--- src/rtl/rv32e_mem_arbiter.sv ---
// rv32e_mem_arbiter: round-robin arbiter letting N_CORES rv32e data ports
// share a single combinational-read data RAM. One transaction in flight:
// IDLE picks and latches a winner, ISSUE drives the RAM for one cycle,
// RESP pulses the winner's ack on the following cycle.
module rv32e_mem_arbiter #(
  parameter int N_CORES = 2,
  parameter int ADDR_W  = 32,
  parameter int DATA_W  = 32
) (
  input  logic                      clk,
  input  logic                      reset,
  input  logic [N_CORES-1:0]        core_req,
  input  logic [N_CORES-1:0]        core_we,
  input  logic [N_CORES*ADDR_W-1:0] core_addr,
  input  logic [N_CORES*DATA_W-1:0] core_wdata,
  output logic [N_CORES-1:0]        core_ack,
  output logic [DATA_W-1:0]         core_rdata,
  output logic [ADDR_W-1:0]         mem_addr_bus,
  output logic [DATA_W-1:0]         mem_write_data_bus,
  output logic                      mem_write_signal,
  input  logic [DATA_W-1:0]         mem_read_data_bus,
  output logic                      busy
);
  localparam int IDX_W = (N_CORES > 1) ? $clog2(N_CORES) : 1;

  typedef enum logic [1:0] {IDLE, ISSUE, RESP} state_e;

  state_e              state_q, state_d;
  logic [IDX_W-1:0]    last_grant_q, last_grant_d;
  logic [IDX_W-1:0]    idx_q, idx_d;
  logic [ADDR_W-1:0]   addr_q, addr_d;
  logic [DATA_W-1:0]   wdata_q, wdata_d;
  logic                we_q, we_d;
  logic [N_CORES-1:0]  ack_q, ack_d;
  logic [DATA_W-1:0]   rdata_q, rdata_d;

  logic                win_found;
  logic [IDX_W-1:0]    win_idx;
  logic [ADDR_W-1:0]   win_addr;
  logic [DATA_W-1:0]   win_wdata;
  logic                win_we;

  // i-th candidate after the last grant, wrapping around the core count
  function automatic int rr_cand(input int last, input int i);
    return (last + i) % N_CORES;
  endfunction

  // Round-robin search starting one past the last granted core
  always_comb begin
    win_found = 1'b0;
    win_idx   = '0;
    win_addr  = '0;
    win_wdata = '0;
    win_we    = 1'b0;
    for (int i = 1; i <= N_CORES; i++) begin
      if (!win_found &&
          ((core_req >> rr_cand(int'(last_grant_q), i)) & N_CORES'(1)) != '0) begin
        win_found = 1'b1;
        win_idx   = IDX_W'(rr_cand(int'(last_grant_q), i));
        win_addr  = ADDR_W'(core_addr >> (rr_cand(int'(last_grant_q), i) * ADDR_W));
        win_wdata = DATA_W'(core_wdata >> (rr_cand(int'(last_grant_q), i) * DATA_W));
        win_we    = ((core_we >> rr_cand(int'(last_grant_q), i)) & N_CORES'(1)) != '0;
      end
    end
  end

  // Next-state and datapath: latch in IDLE, capture read data in ISSUE, ack in RESP
  always_comb begin
    state_d      = state_q;
    last_grant_d = last_grant_q;
    idx_d        = idx_q;
    addr_d       = addr_q;
    wdata_d      = wdata_q;
    we_d         = we_q;
    ack_d        = '0;
    rdata_d      = rdata_q;
    case (state_q)
      IDLE: begin
        if (win_found) begin
          idx_d   = win_idx;
          addr_d  = win_addr;
          wdata_d = win_wdata;
          we_d    = win_we;
          state_d = ISSUE;
        end
      end
      ISSUE: begin
        // writes leave the shared read register untouched
        if (!we_q) rdata_d = mem_read_data_bus;
        state_d = RESP;
      end
      RESP: begin
        ack_d        = N_CORES'(1) << idx_q;
        last_grant_d = idx_q;
        state_d      = IDLE;
      end
      default: state_d = IDLE;
    endcase
  end

  // State registers with synchronous active-low reset
  always_ff @(posedge clk) begin
    if (!reset) begin
      state_q      <= IDLE;
      last_grant_q <= IDX_W'(N_CORES - 1);
      idx_q        <= '0;
      addr_q       <= '0;
      wdata_q      <= '0;
      we_q         <= 1'b0;
      ack_q        <= '0;
      rdata_q      <= '0;
    end else begin
      state_q      <= state_d;
      last_grant_q <= last_grant_d;
      idx_q        <= idx_d;
      addr_q       <= addr_d;
      wdata_q      <= wdata_d;
      we_q         <= we_d;
      ack_q        <= ack_d;
      rdata_q      <= rdata_d;
    end
  end

  // RAM is only driven during ISSUE; everything else reads as zero
  assign mem_write_signal   = (state_q == ISSUE) && we_q;
  assign mem_addr_bus       = (state_q == ISSUE) ? addr_q  : '0;
  assign mem_write_data_bus = (state_q == ISSUE) ? wdata_q : '0;
  assign busy               = (state_q != IDLE);
  assign core_ack           = ack_q;
  assign core_rdata         = rdata_q;
endmodule
--- config.mk ---
export PLATFORM = sky130hd
export DESIGN_NAME = rv32e_mem_arbiter
export DESIGN_NICKNAME = d
export VERILOG_FILES = /design/src/rtl/rv32e_mem_arbiter.sv
export SDC_FILE = /design/constraint.sdc
export NUM_CORES = 1
export LEC_CHECK = 0
export CAP_MARGIN = 30
export CORE_MARGIN = 2
export CORE_UTILIZATION = 50
export DETAILED_ROUTE_END_ITERATION = 6
export DONT_BUFFER_PORTS = 1
export PLACE_DENSITY = 0.65
export SKIP_CTS_REPAIR_TIMING = 1
export SLEW_MARGIN = 5
export SYNTH_ARGS = -nofsm -noshare
export SYNTH_HDL_FRONTEND = slang
export SYNTH_SLANG_ARGS = --single-unit
--- constraint.sdc ---
create_clock -name clk -period 3.2 [get_ports clk]
set_clock_uncertainty 0.05 [all_clocks]
set_input_delay 0.32 -clock clk [delete_from_list [all_inputs] [get_ports clk]]
set_output_delay 0.32 -clock clk [all_outputs]
set_load 0.03 [all_outputs]
* Yosys cells after proc, flatten, opt, wreduce, memory -nomap -nowiden
Cells that the tools add are included.
** Word-level totals
- Flip-flop bits (word level) :: 103
- Input port bits :: 166
- Output and inout port bits :: 100
- Logic and storage cells :: 47
** Operators by class
- Add/sub/neg operators :: 2
- Equal/unequal tests :: 3
- Shift operators :: 9
- Multiplexer cells :: 14
- Bitwise operators :: 3
- Reductions and logical operators :: 8
** Operators with widths (count)
- >> shifter 64 x 32 -> 32 bit :: 4
- two-way mux 32 bit :: 6
- >> shifter 2 x 32 -> 1 bit :: 4
- two-way mux 1 bit :: 6
- AND reduction 2 bit :: 3
- one-hot mux 2 bit (2 select lines) :: 1
- adder 1 bit, second input constant :: 2
- AND 1 bit, first input constant :: 2
- == test 2 x 1 -> 1 bit, second input constant :: 1
- == test 2 bit, second input constant :: 1
- logical AND 1 bit :: 2
- logical NOT 2 bit :: 1
- two-way mux 2 bit :: 1
- inequality test 2 bit, second input constant :: 1
- nonzero test 2 bit :: 1
- << shifter 1 x 1 -> 2 bit, first input constant :: 1
- logical NOT 1 bit :: 1
- inverter 1 bit :: 1

* Longest topological paths before layout
Gate-level depths: netlist of the first run.
- Depth after elaboration :: 9
- Gate-level depth with buffers :: 5

* Worst setup path before layout of the first run
No wires, ideal clock.
- Kind :: register to output
- From :: reg state_q[0]
- To :: out mem_addr_bus[19]
- Arrival :: 1.221 ns
- Path slack :: 1.609 ns
- Stages on the path, launching flop included :: 5
- Buffers on the path :: 2
- Cells stage by stage :: dfxtp_1 > nor2b_1 > clkbuf_1 > buf_2 > and2_1
** Between the ends
- Cells in the longest elaborated chain, start to end :: 2
** Ends and longest elaborated chain
- start, declared :: line 28 : state_e state_q, state_d;
- start signal, assigned :: line 113 : state_q <= state_d;
- == test 2 x 1 -> 1 bit :: line 126 : assign mem_addr_bus = (state_q == ISSUE) ? addr_q : '0;
- two-way mux 32 bit :: line 126
- end, declared :: line 18 : output logic [ADDR_W-1:0] mem_addr_bus,
Every way passes these cells.

* Final worst setup path of the first run
- From :: reg state_q[0]
- To :: out mem_write_data_bus[30]
** Between the ends
- Cells in the longest elaborated chain, start to end :: 2
** Ends and longest elaborated chain
- == test 2 x 1 -> 1 bit :: line 127 : assign mem_write_data_bus = (state_q == ISSUE) ? wdata_q : '0;
- two-way mux 32 bit :: line 127
- end, declared :: line 19 : output logic [DATA_W-1:0] mem_write_data_bus,
Every way passes these cells.

==> impl_metrics.ini, run 1 <==
[timing]
finalCriticalPeriod_ps = 2410
tns_ps = 0
hold_viol = 0
fmax_mhz = 415
rsz0062_at_grt = no
finalMaxSlewViolations = 0
slew_headroom_pct = 40.6
min_period_over_period_pct = 75.3
setup-violations-final = 0
tightest_slew_ps = 891

[floorplan]
dieArea_mm2 = 0.0108
placeableCoreArea_mm2 = 0.00973
dieWidth_um = 104
die_h_um = 104
start_util_pct = 51.4
num_rows = 36
io_pins = 266

[yosys]
synth-seq-cells = 103
netlist_area_mm2 = 0.00500
syn-num-nets = 715
seq_area_frac_synth_pct = 41.3
ys_warn_count = 0
synth.distinct_cells = 24
synthCells = 549
synth.avg_cell_area_um2 = 9.10

[route]
viasPerCell = 6.33
first_iter_violations = 215
remaining_drc_errors = 0
wire_per_inst_um = 20.5
vias = 4087
dr.pass1.iters = 5
postRouteAntennaNets = 0
drt-total-wl_um = 13200

[setup_path]
endpoint_kind = output pin
arrival_ps = 2040
startpoint_type = register
rr_startpoint = state_q[1]
rr_endpoint = wdata_q[22]
worstRegToRegCells = 4
worst-path-max-fanout = 43
path_class = reg2out
r2r_setup_slack_ps = 1110
required_ps = 2830

[worst_hold_path]
hold_end = core_ack[0]
hold_path_startpoint = reset
min_path_cells = 2
min_path_type = in2reg

[global_route]
grt_pass1_wl_um = 20500
grt_pass1_vias = 3963
antenna_found_initial = 0
grt_max_degree = 69
grt-ovfl-total = 0
grt_usage_pct = 23.2

[clock_network]
clock-sinks = 103
cts_root_buffer = clkbuf_8
clockBufferDepth = 2
cts_made_buffers = 9
clk_latency_ps = 370
path_clk_slew_ps = 100
cts_tree = built
cts_max_level = 3

[power_and_ir_drop]
powerDensity_mw_per_mm2 = 593
peakVddDrop_mv = 0.373
leakage_nw = 1.76
power_mw = 3.13

[run]
max_cap_viol_count = 0

[finish]
diodes = 0
fin_nets = 674
fin_area_mm2 = 0.00528
drive_above_1_share_pct = 16.6
area_growth_pct = 5.66
nFillCells = 919
instances_no_fill = 646

[placement]
hpwl_um = 8630
gp_congestion = 0.766
dp_cells = 624
place_area_mm2 = 0.00492
port_buffers = 0

[status]
outcome = completed
[power by group]
part / switching (mW) / total [mW] / internal [mW] / leakage [nW]
Clock: 0.469 / 1.00 / 0.531 / 0.126
Combinational: 0.394 / 0.605 / 0.211 / 0.782
Sequential: 0.122 / 1.53 / 1.40 / 0.849
Total: 0.985 / 3.13 / 2.15 / 1.76
[Yosys cell counts, drive strengths merged]
master / n / area (um2)
and3: 2 / 12.5
nor2b: 2 / 12.5
a21oi: 96 / 480
nor2: 2 / 7.51
a211oi: 63 / 723
a32oi: 65 / 569
nand2b: 1 / 6.26
nand2: 67 / 251
and2: 67 / 419
o21ai: 1 / 5.00
inv: 7 / 26.3
buf: 45 / 273
o221a: 2 / 22.5
nor3b: 1 / 12.5
clkbuf: 21 / 78.8
dfxtp: 103 / 2060
mux2i: 1 / 10.0
a21boi: 1 / 11.3
or2: 1 / 6.26
or3b: 1 / 8.76
[sequential cells by signal (all words and copies together) (netlist names)]
register,flops
addr_q,32
core_ack,2
core_rdata,32
idx_q,1
last_grant_q,1
state_q,2
wdata_q,32
we_q,1
[metal layers]
| layer | GRT usage, % | vias up | share of wire (%) |
|---|---|---|---|
| li1 | - | 1936 | - |
| met1 | 28.0 | 1943 | 42 |
| met2 | 39.5 | 185 | 49 |
| met5 | 0 | - | 0 |
| met3 | 5.83 | 23 | 6.9 |
| met4 | 9.56 | 0 | 2.2 |
[stage by stage]
step | hold WS, ps | utilization (%) | setup slack [ps]
final | 8.73 | 54.3 | 790
after global routing | 1.69 | 54.3 | 581
after CTS | -53.7 | 53.1 | 724
after detailed placement | 347 | 50.5 | 1090
after global placement | 338 | 50.4 | 1190
after floorplan | 332 | - | 1610
[how the worst max path moves through the flow]
| stage | start | endpoint | cells after the start |
|---|---|---|---|
| floorplan | state_q[0] | mem_addr_bus[19] | 4 |
| global placement | state_q[1] | wdata_q[22] | 4 |
| detailed placement | last_grant_q | addr_q[16] | 4 |
| CTS | state_q[0] | mem_addr_bus[15] | 3 |
| global route | state_q[0] | mem_write_data_bus[5] | 3 |
| finish | state_q[0] | mem_write_data_bus[30] | 3 |
[critical path, cell delays in order (launching register included)]
cell     delay [ps]
dfxtp_1         440
nor2b_4         420
buf_4           410
and2_1          380
[cell type report]
class                           count  area (um2)  area share, %
Clock inverter                      7         128           2.42
Multi-Input combinational cell    373        2590           49.1
Tap cell                          133         166           3.15
Inverter                            7        28.8          0.545
Sequential cell                   103        2060           39.0
Clock buffer                        9         124           2.35
Timing Repair Buffer               14         180           3.41
[cells in the final DEF (no fill, tap or decap), types with 6 or more instances in the layout]
cell and count:
buf_4 7, inv_1 6, nand2_1 67, dfxtp_1 103
a211oi_2 50, clkbuf_8 9, and2_1 66, a211oi_1 13
a32oi_1 65, a21oi_1 96
[cell families after synthesis]
group / count (synthesis) / share of synthesized area [%]
flops: 103 / 41.3
mux: 1 / 0.200
buf+inv: 73 / 7.56
simple gates: 144 / 14.7
compound gates: 228 / 36.2
Note: power is estimated with default switching activity, not from simulation.
==> run 2: changes to the inputs <==
Settings changed: PLACE_DENSITY 0.65 to 0.68.
Clock period 3.2 ns to 2.1 ns, I/O delays scaled along.
==> run 2 against run 1 <==
Hold slack improved by 41 ps. Count of clock-buffer cells in the layout unchanged. Cell area increased by 5.6%. Non-clock buffer count increased by 35. Sequential power increased by 52%. First-iteration DRC count increased by 18%. Final cell count increased by 5.4%. Utilization increased by 3.0 points. Sequential cell count unchanged. Global-route usage decreased by 0.10 points. Critical path depth unchanged. Via count increased by 5.6%.
==> impl_metrics.ini, run 2 (synthesis results as in run 1) <==
[placement]
dp_cells = 631
hpwl_um = 9190
port_buffers = 0
gp_congestion = 0.728

[route]
wire_per_inst_um = 20.4
dr.pass1.iters = 6
m1WireLength_um = 5270
route.met2.wl_um = 7330
first_iter_violations = 253
drt-total-wl_um = 13900
vias = 4315
remaining_drc_errors = 0
top_layer_used = met4
viasPerCell = 6.34
postRouteAntennaNets = 0
dr_wl_met3_um = 1070

[finish]
final_cell_mix = dfxtp_1, a21oi_1, nand2_1
final_common_cell = dfxtp_1
nFillCells = 854
fin_nets = 709
area_growth_pct = 11.6
fin_util_pct = 57.3
instances_no_fill = 681
diodes = 0
drive_above_1_share_pct = 16.4

[floorplan]
placeableCoreArea_mm2 = 0.00973
io_pins = 266
dieArea_mm2 = 0.0108
num_rows = 36
dieWidth_um = 104
start_util_pct = 51.4
die_h_um = 104

[timing]
finalCriticalPeriod_ps = 1920
tightest_slew_ps = 523
min_period_over_period_pct = 91.4
rsz0062_at_grt = no
tns_ps = 0
setup-violations-final = 0
hold_viol = 0
fmax_mhz = 521
slew_headroom_pct = 65.1
finalMaxSlewViolations = 0

[clock_network]
cts_made_buffers = 9
cts_root_buffer = clkbuf_8
clock-sinks = 103
path_clk_slew_ps = 100
clk_latency_ps = 350
clockBufferDepth = 2
cts_max_level = 3
cts_tree = built

[setup_path]
rr_startpoint = state_q[0]
worstRegToRegCells = 4
endpoint_kind = output pin
rr_endpoint = core_rdata[12]
path_class = reg2out
arrival_ps = 1660
startpoint_type = register
worst-path-max-fanout = 66
r2r_setup_slack_ps = 440
required_ps = 1840

[power_and_ir_drop]
pwr-share-seq_pct = 51.5
peakVddDrop_mv = 0.394
p_sw_share_pct = 33.9
p_int_mw = 2.98
leakage_nw = 1.88
p_comb_share_pct = 22.1
p_clk_share_pct = 26.3
p_switching_mw = 1.53
powerDensity_mw_per_mm2 = 808

[global_route]
grt_max_degree = 69
grt_pass1_wl_um = 20500
grt-ovfl-total = 0
grt_pass1_vias = 3951
antenna_found_initial = 0
grt_usage_pct = 23.1

[status]
outcome = completed

[worst_hold_path]
hold_end = idx_q
min_path_cells = 3
hold_path_startpoint = core_req[0]
min_path_type = in2reg

[run]
max_cap_viol_count = 0
[run 2: worst max-delay path by stage]
stage | from | endpoint | slack, ps | cells after the start
after floorplan | state_q[0] | mem_addr_bus[19] | 620 | 4
after detailed placement | state_q[1] | core_rdata[9] | 250 | 3
after CTS | state_q[0] | mem_write_data_bus[25] | 160 | 3
after global placement | state_q[1] | core_rdata[18] | 390 | 3
final | state_q[0] | mem_write_data_bus[25] | 180 | 3
after global routing | state_q[0] | mem_write_data_bus[25] | 80 | 3
[run 2: power groups by stage]
stage,clock [mW],combinational [mW],sequential (mW)
detailed placement,0,0.934,2.36
global placement,0,0.909,2.36
finish,1.19,0.998,2.32
floorplan,0,0.817,2.33
global route,1.30,1.08,2.34
CTS,1.23,0.935,2.32
[run 2: final cells by class]
cell class	count	area, um2	share of cell area, %
Inverter	7	28.8	0.516
Timing Repair Buffer	49	533	9.56
Tap cell	133	166	2.98
Sequential cell	103	2060	37.0
Clock buffer	9	124	2.22
Multi-Input combinational cell	373	2590	46.5
Clock inverter	7	71.3	1.28
[run 2: worst max-delay path: stages (launching register included)]
cell	delay [ps]
dfxtp_1	460
nor2b_4	210
buf_12	210
and2_1	390
[run 2: layer usage]
layer	GRT usage [%]	vias up
met5	0	-
met1	26.7	2069
met3	5.70	17
met2	42.0	218
met4	7.14	0
li1	-	2011
[run 2: through the flow]
step | instance area [um2] | worst slack, ps | hold WS (ps) | power [mW]
final | 5580 | 181 | 49.9 | 4.50
after global routing | 5580 | 80.8 | 49.3 | 4.73
after CTS | 5220 | 156 | -157 | 4.49
after detailed placement | 5020 | 253 | 227 | 3.30
after global placement | 5020 | 391 | 227 | 3.27
after floorplan | 5000 | 619 | 222 | 3.14
